[config.mk]
export PLATFORM = sky130hd
export DESIGN_NAME = mem_port_arbiter
export DESIGN_NICKNAME = d
export VERILOG_FILES = /design/src/rtl/mem_port_arbiter.sv
export SDC_FILE = /design/constraint.sdc
export NUM_CORES = 1
export LEC_CHECK = 0
export ABC_AREA = 1
export CAP_MARGIN = 30
export CORE_ASPECT_RATIO = 0.5
export CORE_UTILIZATION = 40
export CTS_CLUSTER_DIAMETER = 60
export DETAILED_ROUTE_END_ITERATION = 7
export PLACE_DENSITY = 0.91
export SLEW_MARGIN = 20
export SYNTH_ARGS = -nofsm -noshare
export SYNTH_HDL_FRONTEND = slang
export SYNTH_SLANG_ARGS = --single-unit
[constraint.sdc]
create_clock -name Clk -period 4.1 [get_ports Clk]
set_input_delay 0.82 -clock Clk [delete_from_list [all_inputs] [get_ports Clk]]
set_output_delay 0.82 -clock Clk [all_outputs]
set_load 0.02 [all_outputs]
[src/rtl/mem_port_arbiter.sv]
`default_nettype none
// ============================================================================
// mem_port_arbiter : shares one memory port between fetch and data requesters
// Revision 1.0
// ============================================================================
module mem_port_arbiter #(
  parameter int STARVE_LIMIT = 4
) (
  input  logic        Clk,
  input  logic        Reset,
  input  logic        IReq,
  input  logic [31:0] IAddr,
  output logic [31:0] IData,
  output logic        IAck,
  input  logic        DReq,
  input  logic        DWe,
  input  logic [31:0] DAddr,
  input  logic [31:0] DWData,
  output logic [31:0] DRData,
  output logic        DAck,
  output logic [31:0] MAddr,
  output logic [31:0] MWData,
  output logic        MRead,
  output logic        MWrite,
  input  logic [31:0] MRData,
  input  logic        MReady
);

  localparam logic [3:0] LIMIT = 4'(STARVE_LIMIT);

  typedef enum logic [1:0] {
    IDLE  = 2'd0,
    IBUSY = 2'd1,
    DBUSY = 2'd2
  } state_t;

  state_t     state;
  logic [3:0] streak;
  logic       data_go;

  // Data wins unless fetch has already waited through LIMIT data grants.
  assign data_go = DReq && (!IReq || (streak < LIMIT));

  always_ff @(posedge Clk) begin
    if (Reset) begin
      state  <= IDLE;
      streak <= 4'd0;
      MRead  <= 1'b0;
      MWrite <= 1'b0;
      MAddr  <= 32'd0;
      MWData <= 32'd0;
      IAck   <= 1'b0;
      DAck   <= 1'b0;
      IData  <= 32'd0;
      DRData <= 32'd0;
    end else begin
      IAck <= 1'b0;
      DAck <= 1'b0;
      case (state)
        IDLE: begin
          if (data_go) begin
            state  <= DBUSY;
            MAddr  <= DAddr;
            MWData <= DWData;
            MWrite <= DWe;
            MRead  <= !DWe;
            if (!IReq)
              streak <= 4'd0;
            else if (streak < LIMIT)
              streak <= streak + 4'd1;
          end else if (IReq) begin
            state  <= IBUSY;
            MAddr  <= IAddr;
            MRead  <= 1'b1;
            MWrite <= 1'b0;
            streak <= 4'd0;
          end
        end
        IBUSY: begin
          if (MReady) begin
            state <= IDLE;
            MRead <= 1'b0;
            IAck  <= 1'b1;
            IData <= MRData;
          end
        end
        DBUSY: begin
          if (MReady) begin
            state  <= IDLE;
            MRead  <= 1'b0;
            MWrite <= 1'b0;
            DAck   <= 1'b1;
            // A write completion leaves the last read value in place.
            if (!MWrite)
              DRData <= MRData;
          end
        end
        default: state <= IDLE;
      endcase
    end
  end

endmodule
`default_nettype wire

==> impl_metrics.csv, run 1 <==
group,metric,value,unit
run_status,status,"finished, violations left",
run_status,violations,"design-rule violations",
timing,fmax,354.7,MHz
synth,synth-seq-cells,138,
power_and_ir_drop,power.density,476.3,nW/um2
timing,maxSlewHeadroom,56.19,%
place,gp_congestion,0.8523,
synth,ys_seq_area_share,51.22,%
flow_run,max-cap-violations,0,
timing,fin_setup_tns,0,ns
timing,rsz0062_at_grt,"no",
finish,layout.nets,1144,
cts,cts_hold_buffers,0,
synth,synth_area,5394,um2
synth,synth_cell_types,22,
detailed_routing,wl_per_cell,14.05,um
cts,clk_latency,0.41,ns
grt,grt_pass1_wl,26650,um
synth,synthCells,759,
timing,post-route-period-util,68.76,%
cts,cts_sinks,138,
setup_path,reg2reg_slack,1.74,ns
timing,drv_slew,0,
synth,ys_warn_count,0,
detailed_routing,drt_iter0_drc,317,
timing,timing.hold.ws,0.4819,ns
grt,grt_overflow,0,
floorplan,rows,29,
detailed_routing,drtAntennaViolNets,0,
grt,antenna_found_initial,0,
setup_path,cp_max_fo,35,
cts,cts_setup_buffers,0,
setup_path,crit_type,"in2reg",
detailed_routing,drc,12,
floorplan,core_area,12920,um2
finish,area_delta_synth_final,61.59,%
worst_hold_path,hold_path_class,"reg2reg",
cts,cts_resized,0,
finish,drive_gt1_share,4.813,%
floorplan,io_pins,266,
cts,tritoncts,"done",
timing,min_period,2.819,ns
cts,htree_levels,4,
timing,setup_violations,0,
cts,clockBufferDepth,2,
synth,syn-num-nets,898,
detailed_routing,wl,16690,um
place,hpwl,11700,um
synth,avgSynthCellArea,7.107,um2
grt,grt_max_degree,67,
setup_path,crit_required,4.40,ns
grt,grt_util_all_layers,23.63,%
detailed_routing,vias_per_cell,4.798,
timing,worst_pin_slew,0.6556,ns
grt,grt_pass1_vias,5561,
power_and_ir_drop,p_leak,3.790,nW
floorplan,die_area,13980,um2
floorplan,die-width,166.2,um
floorplan,dieHeight,84.11,um
timing,finalClockSkew,0.006810,ns
detailed_routing,drtPass1Iterations,8,
timing,hold_violations,0,
detailed_routing,vias,5700,
setup_path,cp_data_arrival_time,3.12,ns
cts,clk_pin_slew,0.06,ns
cts,cts_buffers,17,
finish,antennaDiodeCount,0,
setup_path,start_kind,"primary input",
setup_path,end_kind,"register",
place,port_buffers,265,
power_and_ir_drop,irDropWorstVdd,0.0002711,V
floorplan,start_util,41.76,%
cts,cts_root_buf,"clkbuf_16",
-- stage by stage --
step | setup slack [ns] | total power, W | cell area, um2 | cells | utilization, %
2_1_floorplan | 2.441 | 0.002155 | 5394 | 759 | -
4_1_cts | 1.303 | 0.004170 | 8673 | 1186 | 67.14
3_5_place_dp | 0.8861 | 0.002675 | 8097 | 1154 | 62.68
6_report | 1.281 | 0.004152 | 8716 | 1188 | 67.47
3_3_place_gp | 1.029 | 0.002641 | 8097 | 1154 | 62.68
5_1_grt | 1.072 | 0.004354 | 8716 | 1188 | 67.47
-- layout make-up --
cell class | count | area, um2
Sequential cell | 138 | 2763
Fill cell | 1014 | 4202
Timing Repair Buffer | 273 | 2740
Multi-Input combinational cell | 530 | 2255
Inverter | 45 | 168.9
Tap cell | 170 | 212.7
Clock inverter | 13 | 133.9
Clock buffer | 19 | 442.9
-- layout by cell type (no fill, tap or decap), types with 2 or more instances in the layout --
cell	Yosys	routed
nor2_1	269	268
buf_4	4	6
inv_1	41	41
clkinvlp_4	0	3
o21ai_0	91	91
o21ai_1	8	8
clkinv_4	0	2
nor2_4	2	2
clkbuf_16	0	17
inv_6	0	6
nand2_1	108	108
a21oi_1	5	5
nand3_1	35	35
inv_2	4	4
ha_1	5	5
clkdlybuf4s50_1	0	265
dfxtp_1	138	138
-- worst max-delay path, cell delays in order --
cell and delay [ns]:
clkdlybuf4s50_1 0.48, o21ai_2 0.13, nand2_4 0.27, inv_2 0.54, nand2_2 0.53, nor2_1 0.26, nor2_1 0.07
-- routing by layer --
metal	global-route usage, %	part of all wire (%)	up-vias
li1	-	-	2852
met1	25.33	40	2603
met2	44.57	52	198
met3	5.263	5.2	47
met4	11.36	3.2	0
met5	0	0	-
-- synth_stat cells --
cell      number  share of area, %
nor2_1       269                19
dfxtp_1      138                51
nand2_1      108               7.5
o21ai_0       91               8.4
inv_1         41               2.9
nand3_1       35               3.2
clkbuf_1      23               1.6
buf_2         18               1.7
o21ai_1        8              0.74
a21oi_1        5              0.46
ha_1           5               1.2
buf_4          4              0.56
inv_2          4              0.28
nor2_4         2              0.42
a21boi_0       1              0.14
buf_1          1             0.070
nand2_2        1              0.12
nand2_4        1              0.21
nand4_1        1              0.12
o21a_1         1              0.14
o21ai_2        1              0.16
xor2_1         1              0.16
-- path summary, 6_finish.rpt --
check,start,end,cells after the start
max reg2reg,streak[3],MWData[2],6
max,IReq,MWData[2],7
min,IData[23],IData[23],2
min reg2reg,IData[23],IData[23],2
-- state kept, by name, summed over array words and instances (netlist names), 2 cells and up --
| name | flops |
|---|---|
| DRData | 32 |
| IData | 32 |
| MAddr | 32 |
| MWData | 32 |
| state | 2 |
| streak | 4 |
-- cell families (layout without fill, tap and decap cells) --
kind of cell,count (synthesis),count (layout),share of synthesized area (%)
adders and majority gates,5,5,1.160
buffers and inverters,91,350,7.028
AOI/OAI and AO/OA,107,107,10.09
DFF,138,138,51.22
and+or+nand+nor,417,417,30.34
xor gates and xnor gates,1,1,0.1624
-- where the power goes --
part / internal [W] / switching (W)
Clock: 0.000869 / 0.000621
Sequential: 0.00150 / 0.0000832
Combinational: 0.000496 / 0.000585
Total: 0.00286 / 0.00129
Note: power is estimated with default switching activity, not from simulation.
==> inputs of run 2 (changes only) <==
clock period = 2.8 ns   (was 4.1 ns; I/O delays follow)
==> impl_metrics.csv, run 2 (synthesis gave the netlist of run 1 again) <==
group,metric,value,unit
detailed_routing,drt_iter0_drc,333,
setup_path,crit_type,"in2reg",
grt,grt_max_degree,99,
finish,multi_input_area,2255,um2
detailed_routing,drtPass1Iterations,7,
cts,clockBufferDepth,2,
timing,timing.hold.ws,0.4814,ns
grt,grt_util_all_layers,23.82,%
timing,fin_setup_tns,0,ns
detailed_routing,drc,12,
run_status,status,"finished, violations left",
finish,drive_gt1_share,4.907,%
floorplan,dieHeight,84.11,um
floorplan,die-width,166.2,um
worst_hold_path,hold_path_class,"reg2reg",
setup_path,start_kind,"primary input",
floorplan,start_util,41.76,%
cts,cts_hold_buffers,0,
finish,layout.nets,1145,
detailed_routing,wl_per_cell,14.03,um
timing,rsz0062_at_grt,"no",
finish,final-seq-area,2763,um2
cts,cts_root_buf,"clkbuf_16",
flow_run,max-cap-violations,0,
finish,mostFrequentLayoutCells,"268 x nor2_1, 265 x clkdlybuf4s50_1, 138 x dfxtp_1",
setup_path,cp_data_arrival_time,2.60,ns
grt,antenna_found_initial,0,
finish,antennaDiodeCount,0,
power_and_ir_drop,p_leak,3.805,nW
power_and_ir_drop,power.density,698.6,nW/um2
finish,area_delta_synth_final,61.82,%
floorplan,die_area,13980,um2
setup_path,cp_max_fo,34,
timing,maxSlewHeadroom,53.14,%
cts,cts_resized,0,
finish,fillCellCount,974,
place,hpwl,11500,um
timing,finalClockSkew,0.008255,ns
setup_path,end_kind,"register",
timing,drv_slew,0,
cts,clk_latency,0.41,ns
grt,grt_overflow,0,
cts,cts_buffers,17,
floorplan,io_pins,266,
detailed_routing,vias,5730,
place,port_buffers,265,
grt,grt_pass1_wl,26720,um
timing,fmax,433.0,MHz
timing,hold_violations,0,
timing,post-route-period-util,82.49,%
cts,clk_pin_slew,0.06,ns
cts,cts_sinks,138,
power_and_ir_drop,irDropWorstVdd,0.0004186,V
finish,layout.cells.most_common,"nor2_1",
timing,worst_pin_slew,0.7013,ns
detailed_routing,drtAntennaViolNets,0,
timing,setup_violations,0,
cts,htree_levels,4,
floorplan,core_area,12920,um2
setup_path,crit_required,3.09,ns
cts,tritoncts,"done",
place,gp_congestion,0.8189,
cts,cts_setup_buffers,0,
run_status,violations,"design-rule violations",
floorplan,rows,29,
timing,min_period,2.310,ns
detailed_routing,wl,16690,um
detailed_routing,vias_per_cell,4.819,
grt,grt_pass1_vias,5609,
==> run 2: worst max-delay path, cell delays in order <==
cell and delay [ns]:
clkdlybuf4s50_1 0.48, o21ai_2 0.12, nand2_4 0.10, inv_2 0.45
nand2_2 0.52, nor2_1 0.28, nor2_1 0.09
==> run 2: area by class of cell <==
class / instances / area share (%)
Sequential cell: 138 / 31.65
Timing Repair Buffer: 274 / 31.54
Multi-Input combinational cell: 530 / 25.83
Clock buffer: 18 / 4.917
Tap cell: 170 / 2.437
Inverter: 45 / 1.935
Clock inverter: 14 / 1.692
==> run 2: power by group <==
part	switching [W]	total [W]	internal, W
combinational	0.000860	0.00159	0.000733
clock	0.000877	0.00219	0.00132
sequential	0.000119	0.00231	0.00219
total	0.00186	0.00610	0.00424
==> run 2: layer usage <==
layer / global-route usage [%] / up-vias / wire, um / part of all wire, %
li1: - / 2850 / - / -
met1: 26.34 / 2613 / 6707 / 40
met2: 42.96 / 207 / 8463 / 51
met3: 5.216 / 60 / 869 / 5.2
met4: 13.64 / 0 / 646 / 3.9
met5: 0 / - / 0 / 0
==> run 2: path summary, 6_finish.rpt <==
path,slack (ns),to,cells after the start,start
max,0.49,MWData[11],7,IReq
min,0.48,IData[20],2,IData[20]
max reg2reg,0.69,MWData[11],6,streak[3]
min reg2reg,0.48,IData[20],2,IData[20]
==> run 2: metrics by stage <==
step | power [W] | setup WS, ns | std cells | utilization (%) | cell area, um2
4_1_cts | 0.006124 | 0.5140 | 1189 | 67.57 | 8728
6_report | 0.006098 | 0.4903 | 1189 | 67.57 | 8728
2_1_floorplan | 0.003156 | 1.401 | 759 | - | 5394
5_1_grt | 0.006368 | 0.3727 | 1189 | 67.57 | 8728
3_5_place_dp | 0.003924 | 0.1289 | 1157 | 63.11 | 8152
3_3_place_gp | 0.003880 | 0.2760 | 1156 | 62.99 | 8137
==> variant 1 (settings of run 2) <==
The 3 states of `state_t` get a one-hot encoding in 3 bits.
--- a/src/rtl/mem_port_arbiter.sv
+++ b/src/rtl/mem_port_arbiter.sv
@@ -28,10 +28,10 @@
 
   localparam logic [3:0] LIMIT = 4'(STARVE_LIMIT);
 
-  typedef enum logic [1:0] {
-    IDLE  = 2'd0,
-    IBUSY = 2'd1,
-    DBUSY = 2'd2
+  typedef enum logic [2:0] {
+    IDLE  = 3'b001,
+    IBUSY = 3'b010,
+    DBUSY = 3'b100
   } state_t;
 
   state_t     state;
Function: same outputs for any inputs over 4 cycles, from zero or initial values and one cycle with Reset high; so few cycles prove little.
==> variant 1 against run 2 <==
Clock skew about the same; cell count rose by 1.5%; critical endpoint is now MWData[28]$_SDFFE_PP0P_; count of clock-buffer cells in the layout is 3 higher; area after synthesis is 2.8% higher; sequential share of layout area down 0.27 points; clock power up 6%; largest cell class unchanged; maximum frequency up 18%; total power shrank 7.0%; global-route usage shrank 1.0 points; final area increased by 1.6%; routed wire length shrank 1.9%; sequential cell count grew 1; worst setup slack improved by 350 ps.
==> variant 1: results (changes against run 2) <==
post-synthesis xor/xnor area fraction 0 (-0.001624); CTS max path bufs 2 (unchanged); CTS resizes 0 (unchanged); maximum VDD drop 0.4890 mV (+17%); Hold Path Cell Cnt 2 (unchanged); Sequential Area 2783 um2 (+0.72%); vias in the first global route 5365 (-4.4%); outcome finished clean; 1st-iter DRT viols 353 (+6.0%); Post-Syn Nets 903 (+0.56%); total wire length 16.37 mm (-1.9%); initial antenna violation count 0 (unchanged); Post-CTS Setup Bufs 0 (unchanged); Post-Synth Adder-Cell Area 0.002257 (-0.009341); GP Congestion 0.8368 (+2.2%); fillers 1016 (+4.3%); crit path max-delay cell type clkdlybuf4s50_1; GRT Overall Usage 0.2280 (-0.01016); largest net degree at the start of global routing 74 (-25%); largest cells by area after synthesis dfxtp_1, nand2_1, nor2_1, nand3_1, a21oi_1; clock latency on the worst-skew pair around 400 ps; max_cap viols 0 (unchanged); global-route wire length before repair 26.14 mm (-2.2%); dpl hpwl 11.25 mm (-2.2%); Critical R2R Capture MWData[28]$_SDFFE_PP0P_; Synth cell types 20 (-9.1%); Lkg Pwr 0.003593 uW (-5.6%); Post-Route Skew 8.705 ps (+0.4503 ps); register-to-register setup slack 1140 ps (+450 ps); Cell Area, Placed 8247 um2 (+1.2%); pre-CTS setup slack 435.3 ps (+306.4 ps); compound-cell area share of the yosys netlist 0.1226 (+0.02167); Synth Warn # 0 (unchanged); Antenna Cells 0 (unchanged); Worst path max stage delay between 500 and 600 ps; DR pass1 iterations 6 (-1); Worst Hold Launch IData[14]$_SDFFE_PP0P_; Via density 4.746 (-1.5%); DR DRC count 0 (-12); R2R cell count 6 (unchanged); Slew headroom 0.4922 (-0.03914); Final nets 1143 (-0.17%); CP arrival 2220 ps (-380 ps); predominant post-synthesis flop cell dfxtp_1; post-synthesis sequential area ratio 0.5020 (-0.01015); synth cell count leaders nand2_1, nor2_1, dfxtp_1; Tcrit/Tclk final 0.7016 (-0.1233); clock slew at reported path FFs 60 ps (about the same); H-tree depth 4 (unchanged); switch share 0.2667 (-0.03765); share of post-route cells with drive strength above 1 0.05093 (+0.001863); Hold EP IData[14]$_SDFFE_PP0P_; crit-path max FO 33 (-2.9%)
## variant 1: cell count changes in the layout (fill, tap and decap cells not counted), sizes merged, moves of 2 or more
cell    delta
nand3     +37
inv       +27
ha         -4
nor2     -130
clkinv     -2
a21oi     +64
o21ai     -34
nand2     +40
clkbuf     +3
## variant 1: layout make-up
class	instances	area share
clock inverter	11	0.01594
clock buffer	21	0.05418
tap	186	0.02624
inverter	75	0.03174
multi-input combinational	502	0.2486
sequential	139	0.3138
timing repair buffer	273	0.3095
## variant 1: stage by stage
stage          cells  hold WS (ps)
2_1_floorplan    768         431.5
5_1_grt         1207         460.7
3_5_place_dp    1175         433.3
6_report        1207         439.3
3_3_place_gp    1175         429.1
4_1_cts         1207         442.8
## variant 1: power by group through the flow
stage          sequential, uW  combinational, uW  clock [uW]
3_5_place_dp             2230               1150           0
5_1_grt                  2210               1260        2460
6_report                 2200               1160        2320
2_1_floorplan            2390                468           0
4_1_cts                  2200               1160        2370
3_3_place_gp             2230               1120           0
## variant 1: how the worst max path moves through the flow
stage                                          to                 from  depth (start not counted)
final                     MWData[28]$_SDFFE_PP0P_                 IReq                          7
after global routing      MWData[28]$_SDFFE_PP0P_                 IReq                          7
after CTS                                  MWrite  MWrite$_SDFFE_PP0P_                          1
after detailed placement  MWData[28]$_SDFFE_PP0P_                 IReq                          7
after global placement    MWData[28]$_SDFFE_PP0P_                 IReq                          7
after floorplan            MAddr[23]$_SDFFE_PP0P_                 IReq                          8
## variant 1: layer usage
metal	vias up	share of wire	global-route usage
met3	46	0.042	0.04198
met4	0	0.033	0.1165
met1	2594	0.41	0.2530
met5	-	0	0
li1	2896	-	-
met2	192	0.52	0.4225
## variant 1: worst max-delay path, delay by kind of cell
kind,cells,cell delay (ps)
buffers and inverters,2,850
and+or+nand+nor,3,590
AOI/OAI and AO/OA,2,210
## variant 1: cell families after synthesis
| family | count (synthesis) |
|---|---|
| AOI/OAI and AO/OA | 135 |
| adders and majority gates | 1 |
| buffers and inverters | 127 |
| DFF | 139 |
| and+or+nand+nor | 366 |
==> variant 2 (flow settings as in run 2) <==
Without the edit above. Reset style: asynchronous (`Reset`), changed in one clocked block.
--- a/src/rtl/mem_port_arbiter.sv
+++ b/src/rtl/mem_port_arbiter.sv
@@ -41,7 +41,7 @@
   // Data wins unless fetch has already waited through LIMIT data grants.
   assign data_go = DReq && (!IReq || (streak < LIMIT));
 
-  always_ff @(posedge Clk) begin
+  always_ff @(posedge Clk or posedge Reset) begin
     if (Reset) begin
       state  <= IDLE;
       streak <= 4'd0;
Function: differs if Reset is asserted again (counterexample within 4 cycles, from zero or initial values and one cycle with Reset high); with Reset held inactive, the same outputs for 4 cycles.
==> variant 2 against run 2 <==
Final area increased by 7.4%; worst setup slack improved by 340 ps; routed wire length up 4.2%; sequential share of layout area increased by 5.2 points; sequential cell count unchanged; area after synthesis up 10%; register-to-register slack improved by 320 ps; largest cell class unchanged.
Power is not compared: it rests on default switching activity, and its combinational part moved more than twofold at a synthesized area within 25%.
==> variant 2: results (changes against run 2) <==
outcome finished clean; syn avg cell area 8.373 um2 (+18%); Post-CTS Setup Bufs 0 (unchanged); fillers 1102 (+13%); predominant post-synthesis flop cell dfrtp_1; Worst path max stage delay 650 ps (+130 ps); GP Congestion 0.8693 (+6.2%); routed vias 5538 (-3.4%); CTS buffer count 17 (unchanged); clock latency on the worst-skew pair 410 ps (about the same); Hold Path Cell Cnt 2 (unchanged); type of the worst min-delay path flop to flop; R2R cell count 6 (unchanged); clock slew at reported path FFs 60 ps (about the same); CTS resizes 0 (unchanged); dpl hpwl 12.63 mm (+9.8%); Post-Route Skew 10.56 ps (+2.305 ps); post-synthesis mux area share 0 (unchanged); compound-cell area share of the yosys netlist 0.08974 (-0.01116); Post-Syn Nets 850 (-5.3%); GRT Overall Usage 0.2248 (-0.01331); vias in the first global route 5612 (+0.053%); post-synthesis sequential area ratio 0.5801 (+0.06790); crit-path max FO 2 (-94%); DR pass1 iterations 5 (-2); Lkg Pwr 0.004721 uW; Slew headroom 0.6178 (+0.08640); Top delay family on crit path buffers and inverters; share of post-route cells with drive strength above 1 0.05097 (+0.001901); final slew viol count 0 (unchanged); I/O Buffers 265 (unchanged); Synth cell types 18 (-18%); WL/cell 14.73 um (+5.0%); Final nets 1107 (-3.3%); initial antenna violation count 1 (+1); global-route wire length before repair 27.30 mm (+2.2%); fin cells 1180 (-0.76%); Post-Synth Adder-Cell Area 0.01051 (-0.001090); post-synthesis xor/xnor area fraction 0 (-0.001624); CP arrival 1410 ps (-1190 ps); async set-reset flop share out of synthesis 1.000 (+1.000); synth cell count leaders nand2_1, inv_1, dfrtp_1; H-tree depth 4 (unchanged); CTS max path bufs 2 (unchanged); largest cells by area after synthesis dfrtp_1, nand2_1, inv_1, o21ai_0, nand3_1; crit path max-delay cell type clkdlybuf4s50_1; largest net degree at the start of global routing 73 (-26%); Synth Warn # 0 (unchanged); maximum VDD drop about 0.50 mV; clock root buffer clkbuf_16; 1st-iter DRT viols 306 (-8.1%)
[variant 2: cell count changes in the layout (fill, tap and decap cells not counted), moves of 4 or more]
cell	delta
nor2_1	-264
dfrtp_1	+138
dfxtp_1	-138
nand2_1	+100
inv_1	+98
nand3_1	+33
o21ai_1	+22
o21ai_0	-19
a21oi_1	-5
clkinv_2	-4
inv_6	+4
[variant 2: kinds of logic (layout without fill, tap and decap cells)]
family	after synthesis	in the layout
adder cells (fa/ha/maj)	5	5
other	0	1
AND/OR/NAND/NOR	285	285
flip-flops	138	138
AO/OA/AOI/OAI	104	104
buffers and inverters	179	449
[variant 2: report_power, final]
group	total (uW)	switching, uW	internal (uW)
Sequential	3450	531	2920
Clock	2140	947	1190
Combinational	4860	2660	2200
[variant 2: layout make-up]
class / instances / share of cell area
multi-input cells: 394 / 0.1887
flip-flops and latches: 138 / 0.3685
diodes: 1 / 0.0002671
inverters: 141 / 0.05688
clock buffers: 18 / 0.04687
well taps: 198 / 0.02644
repair buffers: 276 / 0.2986
clock inverters: 14 / 0.01375
[variant 2: metrics by stage]
step / setup slack [ps] / power [uW] / area, um2
floorplan: 518.9 / 5865 / 5957
detailed placement: 431.0 / 8323 / 8780
finish: 830.7 / 10450 / 9370
global route: 782.6 / 11050 / 9368
global placement: 572.9 / 8120 / 8780
CTS: 760.7 / 10520 / 9348
[variant 2: worst paths after layout]
path	slack [ps]	endpoint	from
max	830	DRData[24]	DRData[24]$_DFFE_PP0P_
min	480	MAddr[9]$_DFFE_PP0P_	MAddr[9]$_DFFE_PP0P_
max reg2reg	1010	DRData[19]$_DFFE_PP0P_	state[0]$_DFFE_PP0P_
min reg2reg	480	MAddr[9]$_DFFE_PP0P_	MAddr[9]$_DFFE_PP0P_
max in group asynchronous	1840	DRData[3]$_DFFE_PP0P_	Reset
min in group asynchronous	650	MRead$_DFFE_PP0P_	Reset
[variant 2: per-layer routing]
layer / vias up / part of all wire / GRT usage / wire length (um)
met1: 2650 / 0.39 / 0.2458 / 6761
met5: - / 0 / 0 / 0
met3: 51 / 0.031 / 0.04253 / 534
met2: 161 / 0.54 / 0.4292 / 9411
met4: 0 / 0.039 / 0.1146 / 675
li1: 2676 / - / - / -
